<file path="src/rtl/cy_uart_rx.sv">
`default_nettype none
// ============================================================================
// Module   : cy_uart_rx
// Brief    : UART receiver, 3-sample majority voting, parity/frame/break flags.
// Revision : 1.0 - initial release
// ============================================================================
module cy_uart_rx #(
    parameter int CLK_DIV   = 434,
    parameter int DATA_BITS = 8,
    parameter int PARITY    = 0,
    parameter int STOP_BITS = 1
) (
    input  logic                 clk,
    input  logic                 rst_n,
    input  logic                 rx,
    output logic [DATA_BITS-1:0] data,
    output logic                 valid,
    output logic                 parity_err,
    output logic                 frame_err,
    output logic                 break_det
);
    localparam int            CW      = $clog2(CLK_DIV);
    localparam int            C_HALF  = CLK_DIV / 2;
    localparam logic [CW-1:0] C_LAST  = CW'(CLK_DIV - 1);
    localparam logic [CW-1:0] C_S0    = CW'(C_HALF - 1);
    localparam logic [CW-1:0] C_S1    = CW'(C_HALF);
    localparam logic [CW-1:0] C_DEC   = CW'(C_HALF + 1);
    localparam logic [3:0]    C_DLAST = 4'(DATA_BITS - 1);
    localparam logic [3:0]    C_SLAST = 4'(STOP_BITS - 1);

    typedef enum logic [2:0] {
        S_IDLE      = 3'd0,
        S_START     = 3'd1,
        S_DATA      = 3'd2,
        S_PAR       = 3'd3,
        S_STOP      = 3'd4,
        S_WAIT_HIGH = 3'd5
    } state_t;

    state_t                state_q, state_d;
    logic                  rx_meta_q, rx_s_q;
    logic [CW-1:0]         cnt_q, cnt_d;
    logic                  smp0_q, smp0_d, smp1_q, smp1_d;
    logic [DATA_BITS-1:0]  shift_q, shift_d;
    logic [3:0]            bit_q, bit_d;
    logic                  par_q, par_d;
    logic                  stop0_q, stop0_d;
    logic                  frm_q, frm_d;
    logic [DATA_BITS-1:0]  data_q, data_d;
    logic                  valid_q, valid_d;
    logic                  perr_q, perr_d;
    logic                  ferr_q, ferr_d;
    logic                  brk_q, brk_d;

    logic w_dec, w_maj, w_frm, w_first, w_ones_odd;

    // Third vote is the live synchronized sample taken at the decision count.
    assign w_dec      = (cnt_q == C_DEC);
    assign w_maj      = (smp0_q & smp1_q) | (smp0_q & rx_s_q) | (smp1_q & rx_s_q);
    assign w_frm      = frm_q | ~w_maj;
    assign w_first    = (bit_q == 4'd0) ? w_maj : stop0_q;
    assign w_ones_odd = ^{shift_q, par_q};

    always_comb begin
        state_d = state_q;
        cnt_d   = (cnt_q == C_LAST) ? '0 : cnt_q + CW'(1);
        smp0_d  = (cnt_q == C_S0) ? rx_s_q : smp0_q;
        smp1_d  = (cnt_q == C_S1) ? rx_s_q : smp1_q;
        shift_d = shift_q;
        bit_d   = bit_q;
        par_d   = par_q;
        stop0_d = stop0_q;
        frm_d   = frm_q;
        data_d  = data_q;
        valid_d = 1'b0;
        perr_d  = perr_q;
        ferr_d  = ferr_q;
        brk_d   = brk_q;
        case (state_q)
            S_IDLE: begin
                cnt_d = '0;
                if (!rx_s_q) state_d = S_START;
            end
            S_START: begin
                if (w_dec) begin
                    state_d = w_maj ? S_IDLE : S_DATA;
                    bit_d   = 4'd0;
                    frm_d   = 1'b0;
                end
            end
            S_DATA: begin
                if (w_dec) begin
                    shift_d = {w_maj, shift_q[DATA_BITS-1:1]};
                    bit_d   = bit_q + 4'd1;
                    if (bit_q == C_DLAST) begin
                        bit_d   = 4'd0;
                        state_d = (PARITY != 0) ? S_PAR : S_STOP;
                    end
                end
            end
            S_PAR: begin
                if (w_dec) begin
                    par_d   = w_maj;
                    state_d = S_STOP;
                end
            end
            S_STOP: begin
                if (w_dec) begin
                    frm_d = w_frm;
                    bit_d = bit_q + 4'd1;
                    if (bit_q == 4'd0) stop0_d = w_maj;
                    // Leave at the decision point so a back-to-back start edge is not missed.
                    if (bit_q == C_SLAST) begin
                        data_d  = shift_q;
                        valid_d = 1'b1;
                        perr_d  = (PARITY == 1) ? ~w_ones_odd :
                                  (PARITY == 2) ?  w_ones_odd : 1'b0;
                        ferr_d  = w_frm;
                        brk_d   = (shift_q == '0) && ((PARITY == 0) || !par_q) && !w_first;
                        state_d = w_frm ? S_WAIT_HIGH : S_IDLE;
                    end
                end
            end
            S_WAIT_HIGH: begin
                if (rx_s_q) state_d = S_IDLE;
            end
            default: state_d = S_IDLE;
        endcase
    end

    always_ff @(posedge clk) begin
        if (!rst_n) begin
            rx_meta_q <= 1'b1;
            rx_s_q    <= 1'b1;
            state_q   <= S_IDLE;
            cnt_q     <= '0;
            smp0_q    <= 1'b0;
            smp1_q    <= 1'b0;
            shift_q   <= '0;
            bit_q     <= 4'd0;
            par_q     <= 1'b0;
            stop0_q   <= 1'b0;
            frm_q     <= 1'b0;
            data_q    <= '0;
            valid_q   <= 1'b0;
            perr_q    <= 1'b0;
            ferr_q    <= 1'b0;
            brk_q     <= 1'b0;
        end else begin
            rx_meta_q <= rx;
            rx_s_q    <= rx_meta_q;
            state_q   <= state_d;
            cnt_q     <= cnt_d;
            smp0_q    <= smp0_d;
            smp1_q    <= smp1_d;
            shift_q   <= shift_d;
            bit_q     <= bit_d;
            par_q     <= par_d;
            stop0_q   <= stop0_d;
            frm_q     <= frm_d;
            data_q    <= data_d;
            valid_q   <= valid_d;
            perr_q    <= perr_d;
            ferr_q    <= ferr_d;
            brk_q     <= brk_d;
        end
    end

    assign data       = data_q;
    assign valid      = valid_q;
    assign parity_err = perr_q;
    assign frame_err  = ferr_q;
    assign break_det  = brk_q;
endmodule
`default_nettype wire

</file>
<file path="config.mk">
export PLATFORM = sky130hd
export DESIGN_NAME = cy_uart_rx
export DESIGN_NICKNAME = d
export VERILOG_FILES = /design/src/rtl/cy_uart_rx.sv
export SDC_FILE = /design/constraint.sdc
export NUM_CORES = 1
export LEC_CHECK = 0
export ABC_AREA = 1
export BUFFER_PORTS_ARGS = -buffer_cell sky130_fd_sc_hd__clkbuf_2
export CAP_MARGIN = 10
export CORE_UTILIZATION = 35
export CTS_CLUSTER_SIZE = 8
export DETAILED_ROUTE_END_ITERATION = 6
export GPL_TIMING_DRIVEN = 0
export PLACE_DENSITY_LB_ADDON = 0.3
export RECOVER_POWER = 25
export SETUP_SLACK_MARGIN = 0.1
export SYNTH_ARGS = -nofsm -noshare
export SYNTH_HDL_FRONTEND = slang
export SYNTH_SLANG_ARGS = --single-unit
</file>
<file path="constraint.sdc">
create_clock -name clk -period 2.8 [get_ports clk]
set_input_delay 0.84 -clock clk [delete_from_list [all_inputs] [get_ports clk]]
set_output_delay 0.84 -clock clk [all_outputs]
set_load 0.02 [all_outputs]
</file>
==> results of run 1 <==
-- final timing paths --
check,to,slack [ns],cells past startpoint
setup / recovery,bit_q[3],1.11,10
hold / removal,rx_s_q,0.42,1
setup reg to reg,bit_q[3],1.11,10
hold reg to reg,rx_s_q,0.42,1
-- cells by family after synthesis --
group	Yosys count	share of synthesized area, %
AOI/OAI and AO/OA	54	15.1
adders and majority gates	6	3.85
buffers and inverters	40	8.92
DFF	41	42.1
other	1	0.192
and+or+nand+nor	120	29.8
-- worst reg2reg max path: stages, from the launching register on --
cell and delay, ns:
dfxtp_1 0.36, inv_1 0.11, ha_1 0.15, nand2_1 0.05, nor2_1 0.25, nand2_2 0.13
inv_2 0.12, nand2_4 0.10, buf_6 0.16, nand3_1 0.08, a21oi_1 0.06
-- placed cells by master, fill, tap and decap left out, drive strengths merged --
| cell type | n |
|---|---|
| a21oi | 27 |
| buf | 4 |
| bufinv | 2 |
| clkbuf | 20 |
| conb | 1 |
| dfxtp | 41 |
| ha | 6 |
| inv | 35 |
| nand2 | 57 |
| nand3 | 13 |
| nand4 | 7 |
| nor2 | 35 |
| nor3 | 4 |
| nor3b | 1 |
| nor4 | 1 |
| o211ai | 1 |
| o21ai | 25 |
| o31ai | 1 |
| or2 | 2 |
-- cell type report --
class	count	area, um^2
Fill cell	545	3010
Multi-Input combinational cell	181	948
Sequential cell	41	821
Inverter	34	128
Tap cell	70	87.6
Clock buffer	5	68.8
Clock inverter	3	68.8
Timing Repair Buffer	13	63.8
Buffer	6	46.3
-- where the power goes --
part	switching [mW]	internal (mW)	total, mW
logic	0.240	0.108	0.348
clock network	0.212	0.359	0.571
registers	0.0320	0.615	0.647
total	0.484	1.08	1.57
-- metal layers --
layer	wire length, um	up-vias
met5	0	-
met4	55	0
met3	122	4
met2	1670	23
met1	1920	748
li1	-	887
-- per-stage QoR --
step           setup WS [ns]  hold slack [ns]  cell area (um^2)  total power [mW]  utilization, %
6_report                1.11            0.416              2230              1.57            42.6
5_1_grt                0.952            0.442              2230              1.67            42.6
2_1_floorplan           1.34            0.393              1950             0.945               -
3_5_place_dp           0.988            0.403              2100              1.01            40.2
4_1_cts                 1.13            0.423              2240              1.59            42.8
3_3_place_gp           0.997            0.394              2100              1.01            40.2
-- state kept, by name (all words and copies together), names as in the netlist --
register / count
cnt_q: 9
data: 8
shift_q: 8
bit_q: 4
state_q: 3
break_det: 1
frame_err: 1
frm_q: 1
rx_meta_q: 1
rx_s_q: 1
smp0_q: 1
smp1_q: 1
stop0_q: 1
valid: 1
==> summary.txt, run 1 <==
crit-path cells -> inv_1 -> ha_1 -> nand2_1 -> nor2_1 -> nand2_2 -> inv_2 -> nand2_4 -> buf_6 -> nand3_1 -> a21oi_1
Seq/Total Area, Yosys -> 42.1%
first-pass GRT wire length -> 6600 um
Lkg Pwr -> 0.912 nW
Max Fclk -> 592 MHz
cts bufs inserted -> 5
drc violations -> 0
clk sinks -> 41
worst-path maximum fanout -> 10
Port Buffers -> 13
RSZ-0062 raised after global routing -> no
CP max stage delay -> 0.36 ns
met3 Usage GRT -> 2.50%
GR Util met1 -> 18.6%
# IOs -> 15
cell family with most CP delay -> simple AND/OR/NAND/NOR gates
met2 usage in global routing -> 22.4%
Worst Setup Start Kind -> flop
TritonRoute pass-1 iters -> 4
Die Span X -> 76.7 um
Finished Layout Cells -> 353
Post-Route Setup TNS -> 0 ns
Unique masters post-synth -> 32
drt first-iter violations -> 71
area leader, netlist -> dfxtp_1
grt ovf -> 0
synthesized area -> 1950 um^2
ys flop type -> dfxtp_1
critical path launch point -> cnt_q[0]
Root Buffer -> clkbuf_8
Worst Path Required -> 2.96 ns
global route hottest layer -> met2
largest net degree at the start of global routing -> 15
initial core utilization -> 37.2%
crit path DAT -> 1.85 ns
Slowest-stage cell, CP -> dfxtp_1
Core Box Area -> 5240 um^2
Final Hold Viols -> 0
post-CTS setup buffers -> 0
Mean Syn Cell Area -> 7.45 um^2
Nets -> 291
syn nets -> 271
share of cells above drive strength 1 -> 18.4%
clk_lat worst skew -> 0.29 ns
Post-synth EDFFs -> 0
Vias per Instance -> 4.71
PD cells -> 702 nW/um^2
Post-synth ARST share -> 0%
vias in the first global route -> 1516
period utilization -> 60.3%
HPWL Detailed -> 2750 um
WS Path Type -> flop to flop
Area Overhead vs Synth -> 14.4%
register bit total from synthesis -> 41
Synth top area share -> 42.1%
crit end category -> flop
initial antenna violation count -> 0
# H-tree levels -> 2
status -> finished, final reports clean
most common cell in the netlist -> nand2_1
CTS tree -> yes
count of pins over their slew limit -> 0
Detailed Route WL -> 3780 um
worst min path class -> flop to flop
clk_skew -> 0.00729 ns
endpoints failing setup -> 0
Overall Global Routing Usage -> 14.1%
Slew Limit Headroom -> 50.0%
Synth Warn # -> 0
maximum vdd ir drop -> 361 uV
post-CTS resize count -> 0
cell count after synthesis -> 262
antenna cells -> 0
Die ar. -> 5880 um^2
DR vias -> 1662
Core Rows -> 26
RR Startpoint -> cnt_q[0]
Post-DRT Antenna Nets -> 0
clk slew on worst S/H paths -> 0.08 ns
DR WL/cell -> 10.7 um
top post-synthesis cells by area -> dfxtp_1 (42%), nand2_1 (9.2%), a21oi_1 (6.2%), o21ai_0 (5.9%), nor2_1 (5.8%)
top cells by count, synth -> nand2_1 (48), dfxtp_1 (41), nor2_1 (30)
max cap viols -> 0
Die Y -> 76.7 um
placer congestion estimate -> 0.778
CP bufs+invs -> 3
CTS Hold Bufs -> 0
CTS max path bufs -> 2
dpl cells -> 345
Slew @ Worst Pin -> 0.746 ns
clock period minus worst slack -> 1.69 ns
hold wc startpoint -> rx_meta_q
Power figures use the tool's default switching activity.
==> run 2: changes to the inputs <==
ABC_AREA = 0   (was 1)
clock period = 1.35 ns   (was 2.8 ns; I/O delays follow)
==> summary.txt, run 2 <==
share of cells above drive strength 1 -> 43.0%
Synth top area share -> 42.4%
Worst Setup Start Kind -> flop
Root Buffer -> clkbuf_8
worst min path class -> input port to flop
CTS max path bufs -> 2
period utilization -> 121%
end of the worst register-to-register path -> bit_q[0]
main combinational cell family by area after synthesis -> simple AND/OR/NAND/NOR gates
grt ovf -> 0
# H-tree levels -> 2
Post-Place Setup Slack -> -0.429 ns
Area Overhead vs Synth -> 46.4%
Post-DRT Antenna Nets -> 0
PD cells -> 1330 nW/um^2
top post-synthesis cells by area -> dfxtp_1 (42%), mux2i_1 (11%), nor2_1 (7.0%), ha_1 (4.0%), xnor2_1 (3.2%)
xor/xnor share of the synthesized area -> 4.64%
Mean Syn Cell Area -> 9.48 um^2
Detailed Route WL -> 4690 um
area leader, netlist -> dfxtp_1
crit end category -> flop
post-synthesis simple-gate area fraction -> 23.5%
first-pass GRT wire length -> 7290 um
crit path DAT -> 1.86 ns
CTS tree -> yes
antenna cells -> 0
Seq/Total Area, Yosys -> 42.4%
clk sinks -> 40
Post-synth EDFFs -> 0
most common cell after layout, fill and taps aside -> nor2_1
vias in the first global route -> 1535
hold depth -> 2
TritonRoute pass-1 iters -> 4
max reg flops -> 9
crit path to -> bit_q[0]
maximum vdd ir drop -> 798 uV
clk slew on worst S/H paths -> 0.09 ns
most frequent cells in the layout -> nor2_1 (34), buf_4 (29), dfxtp_1 (25)
Fill cells -> 478
Post-Route Setup TNS -> -5.81 ns
status -> finished with violations
max cap viols -> 0
largest net degree at the start of global routing -> 15
CTS Hold Bufs -> 0
critical path launch point -> state_q[1]
R2R Setup Slk -> -0.29 ns
DR vias -> 1633
clk_skew -> 0.00907 ns
DR WL/cell -> 14.4 um
syn nets -> 208
Post-synth ARST share -> 0%
RSZ-0062 raised after global routing -> yes
adder-cell share of the synthesized area -> 4.51%
ys flop type -> dfxtp_1
register bit total from synthesis -> 40
Die ar. -> 5690 um^2
drc violations -> 0
top cells by count, synth -> dfxtp_1 (40), nor2_1 (35), mux2i_1 (21)
Unique masters post-synth -> 47
initial core utilization -> 36.7%
HPWL Detailed -> 2530 um
Final Hold Viols -> 0
Core Rows -> 26
drt first-iter violations -> 81
Die Span X -> 75.4 um
multiplexer share of the synthesized area -> 11.1%
Vias per Instance -> 5.01
setup ws final -> -0.289 ns
Core Box Area -> 5140 um^2
RR Startpoint -> state_q[1]
Overall Global Routing Usage -> 17.3%
violations in the final reports -> setup timing
cts bufs inserted -> 5
clk_lat worst skew -> 0.30 ns
crit-path cells -> buf_12 -> xor2_1 -> a21oi_2 -> or4b_1 -> a21oi_1
cell count after synthesis -> 199
Synth Warn # -> 0
worst-path maximum fanout -> 11
# IOs -> 15
Nets -> 264
CP max stage delay -> 0.51 ns
synthesized area -> 1890 um^2
count of pins over their slew limit -> 0
fin util -> 53.7%
most common cell in the netlist -> dfxtp_1
placer congestion estimate -> 0.777
Lkg Pwr -> 1.16 nW
reg2reg path depth -> 5
endpoints failing setup -> 36
Worst Path Required -> 1.57 ns
largest register by flop count -> cnt_q
Port Buffers -> 13
WS Path Type -> flop to flop
Slowest-stage cell, CP -> or4b_1
Die Y -> 75.4 um
Max Fclk -> 610 MHz
clock period minus worst slack -> 1.64 ns
initial antenna violation count -> 0
Compound-Gate Fraction of Synth Area -> 9.22%
==> run 2: changes by cell type in the layout (fill, tap and decap cells not counted), sizes merged, moves of 21 or more <==
cell and delta:
o21ai -22, buf +44, a21oi -22, mux2i +21
nand2 -48, inv -26
==> run 2: logic make-up after synthesis <==
family          after synthesis
fa+ha+maj                     7
compound gates               23
mux                          21
xor+xnor                     10
simple gates                 79
flops                        40
other cells                   1
buf+inv                      18
==> run 2: report_power, final <==
| group | internal, mW | switching [mW] | leakage (nW) | total (mW) |
|---|---|---|---|---|
| clock network | 0.557 | 0.456 | 0.0548 | 1.01 |
| logic | 0.673 | 0.649 | 0.774 | 1.32 |
| registers | 1.24 | 0.0906 | 0.331 | 1.33 |
| total | 2.47 | 1.19 | 1.16 | 3.67 |
==> run 2: metal layers <==
layer / GRT usage (%) / part of all wire (%) / wire (um)
met5: 0 / 0 / 0
met4: 6.79 / 1.2 / 55
met3: 3.84 / 3.4 / 161
met2: 27.4 / 48 / 2250
met1: 23.1 / 48 / 2230
==> run 2: how the worst min path moves through the flow <==
stage / from / slack (ns) / to
2_1_floorplan: rx_meta_q / 0.39 / rx_s_q
3_3_place_gp: rx_meta_q / 0.40 / rx_s_q
3_5_place_dp: rx_meta_q / 0.41 / rx_s_q
4_1_cts: rx / 0.29 / rx_meta_q
5_1_grt: rx / 0.31 / rx_meta_q
6_report: rx / 0.29 / rx_meta_q
==> run 2: through the flow <==
stage               instance area [um^2]  hold WS [ns]  std cells  total power [mW]
finish                              2760         0.295        326              3.67
CTS                                 2550         0.290        315              3.41
global route                        2760         0.306        326              3.85
detailed placement                  2090         0.410        282              2.03
floorplan                           1940         0.386        199              1.89
global placement                    2090         0.403        282              2.02
==> run 2: cell type report <==
cell class              count  area [um^2]  area share (%)
repair buffers             48          389            14.1
clock buffers               5         68.8            2.49
flip-flops and latches     40          832            30.1
plain buffers               9         88.8            3.22
inverters                   9         38.8            1.40
multi-input cells         142         1210            43.8
clock inverters             3         46.3            1.68
well taps                  70         87.6            3.17
==> run 2: worst max-delay path, delay by kind of cell, from the launching register on <==
family	cells	cell delay, ns
simple gates	1	0.51
compound gates	2	0.30
buf+inv	1	0.16
flops	1	0.42
xor+xnor	1	0.18
==> run 2: timing repair <==
action / 4_1_cts / 5_1_grt
gates cloned: 2 / 0
gates resized for setup: 39 / 42
pin swaps: 17 / 18
endpoints found under the setup margin: 38 / 45
buffers inserted: 23 / 12
==> run 3: changes to the inputs <==
SKIP_CTS_REPAIR_TIMING = 1   (was default)
==> summary.txt, run 3 (synthesis gave the netlist of run 2 again) <==
share of cells above drive strength 1 -> 42.1%
DR WL/cell -> 14.5 um
Port Buffers -> 13
Detailed Route WL -> 4690 um
initial antenna violation count -> 0
RSZ-0062 raised after global routing -> yes
clk sinks -> 40
Die Span X -> 75.4 um
Nets -> 262
Max Fclk -> 599 MHz
vias in the first global route -> 1341
initial core utilization -> 36.7%
dpl cells -> 282
Worst Path Required -> 1.57 ns
PD cells -> 1310 nW/um^2
worst min path class -> input port to flop
setup ws final -> -0.319 ns
most frequent cells in the layout -> nor2_1 (35), buf_4 (35), dfxtp_1 (26)
CTS tree -> yes
Tot Pwr -> 3.55 mW
# H-tree levels -> 2
max reg flops -> 9
first-pass GRT wire length -> 6230 um
max cap viols -> 0
Final Hold Viols -> 0
count of pins over their slew limit -> 0
Post-DRT Antenna Nets -> 0
cts bufs inserted -> 5
status -> finished with violations
Fill cells -> 480
violations in the final reports -> setup timing
Worst Setup Start Kind -> flop
clk_skew -> 0.00833 ns
Core Box Area -> 5140 um^2
antenna cells -> 0
endpoints failing setup -> 37
fin util -> 52.8%
Die Y -> 75.4 um
clk slew on worst S/H paths -> 0.08 ns
Post-Route Setup TNS -> -6.06 ns
largest net degree at the start of global routing -> 15
placer congestion estimate -> 0.777
Finished Layout Cells -> 324
post-route cell area -> 2710 um^2
Cell Area, Placed -> 2090 um^2
Root Buffer -> clkbuf_8
drt first-iter violations -> 100
grt ovf -> 0
largest register by flop count -> cnt_q
Core Rows -> 26
Lkg Pwr -> 1.14 nW
maximum vdd ir drop -> 777 uV
Vias per Instance -> 4.98
CTS max path bufs -> 2
# IOs -> 15
Area Overhead vs Synth -> 43.8%
Overall Global Routing Usage -> 14.6%
WS Path Type -> flop to flop
TritonRoute pass-1 iters -> 4
drc violations -> 0
DR vias -> 1612
worst-path maximum fanout -> 4
Die ar. -> 5690 um^2
crit path DAT -> 1.89 ns
crit end category -> flop
HPWL Detailed -> 2530 um
clk_lat worst skew -> 0.30 ns
period utilization -> 124%
clock period minus worst slack -> 1.67 ns
[run 3: cell types whose count changed in the layout (fill, tap and decap cells not counted), moves of 2 or more]
cell,delta
dfxtp_2,-2
buf_6,-8
buf_4,+6
inv_2,+2
[run 3: final timing paths]
| path | from | to | slack [ns] | cells past startpoint |
|---|---|---|---|---|
| setup / recovery | state_q[2] | bit_q[0] | -0.32 | 5 |
| hold / removal | rx | rx_meta_q | 0.30 | 2 |
| setup reg to reg | state_q[2] | bit_q[0] | -0.32 | 5 |
| hold reg to reg | rx_meta_q | rx_s_q | 0.41 | 1 |
[run 3: per-stage QoR]
stage               hold WS, ns  setup slack, ns
floorplan                 0.386           -0.164
global placement          0.403           -0.425
detailed placement        0.410           -0.429
CTS                       0.290           -0.358
global route              0.303           -0.379
finish                    0.295           -0.319
[run 3: power by group]
group          internal [mW]  total, mW  switching (mW)
Combinational          0.583       1.21           0.628
Sequential              1.24       1.33          0.0894
Clock                  0.557       1.01           0.455
Total                   2.38       3.55            1.17
[run 3: layout make-up]
| type | instances | area (um^2) | area share, % |
|---|---|---|---|
| multi-input cells | 142 | 1200 | 44.3 |
| flip-flops and latches | 40 | 833 | 30.7 |
| repair buffers | 46 | 353 | 13.0 |
| well taps | 70 | 87.6 | 3.23 |
| plain buffers | 9 | 85.1 | 3.14 |
| clock buffers | 5 | 68.8 | 2.54 |
| clock inverters | 3 | 46.3 | 1.71 |
| inverters | 9 | 36.3 | 1.34 |
[run 3: worst max-delay path, stage by stage (launching register included)]
cell,delay (ns)
dfxtp_2,0.34
buf_6,0.13
xnor2_4,0.13
a311oi_2,0.35
or4b_4,0.51
a21oi_2,0.14
[run 3: routing by layer]
metal	vias to the layer above	part of all wire, %	track usage [%]
met4	0	1.9	6.17
met3	8	3.1	3.57
met5	-	0	0
met2	25	48	21.1
li1	816	-	-
met1	763	47	20.7
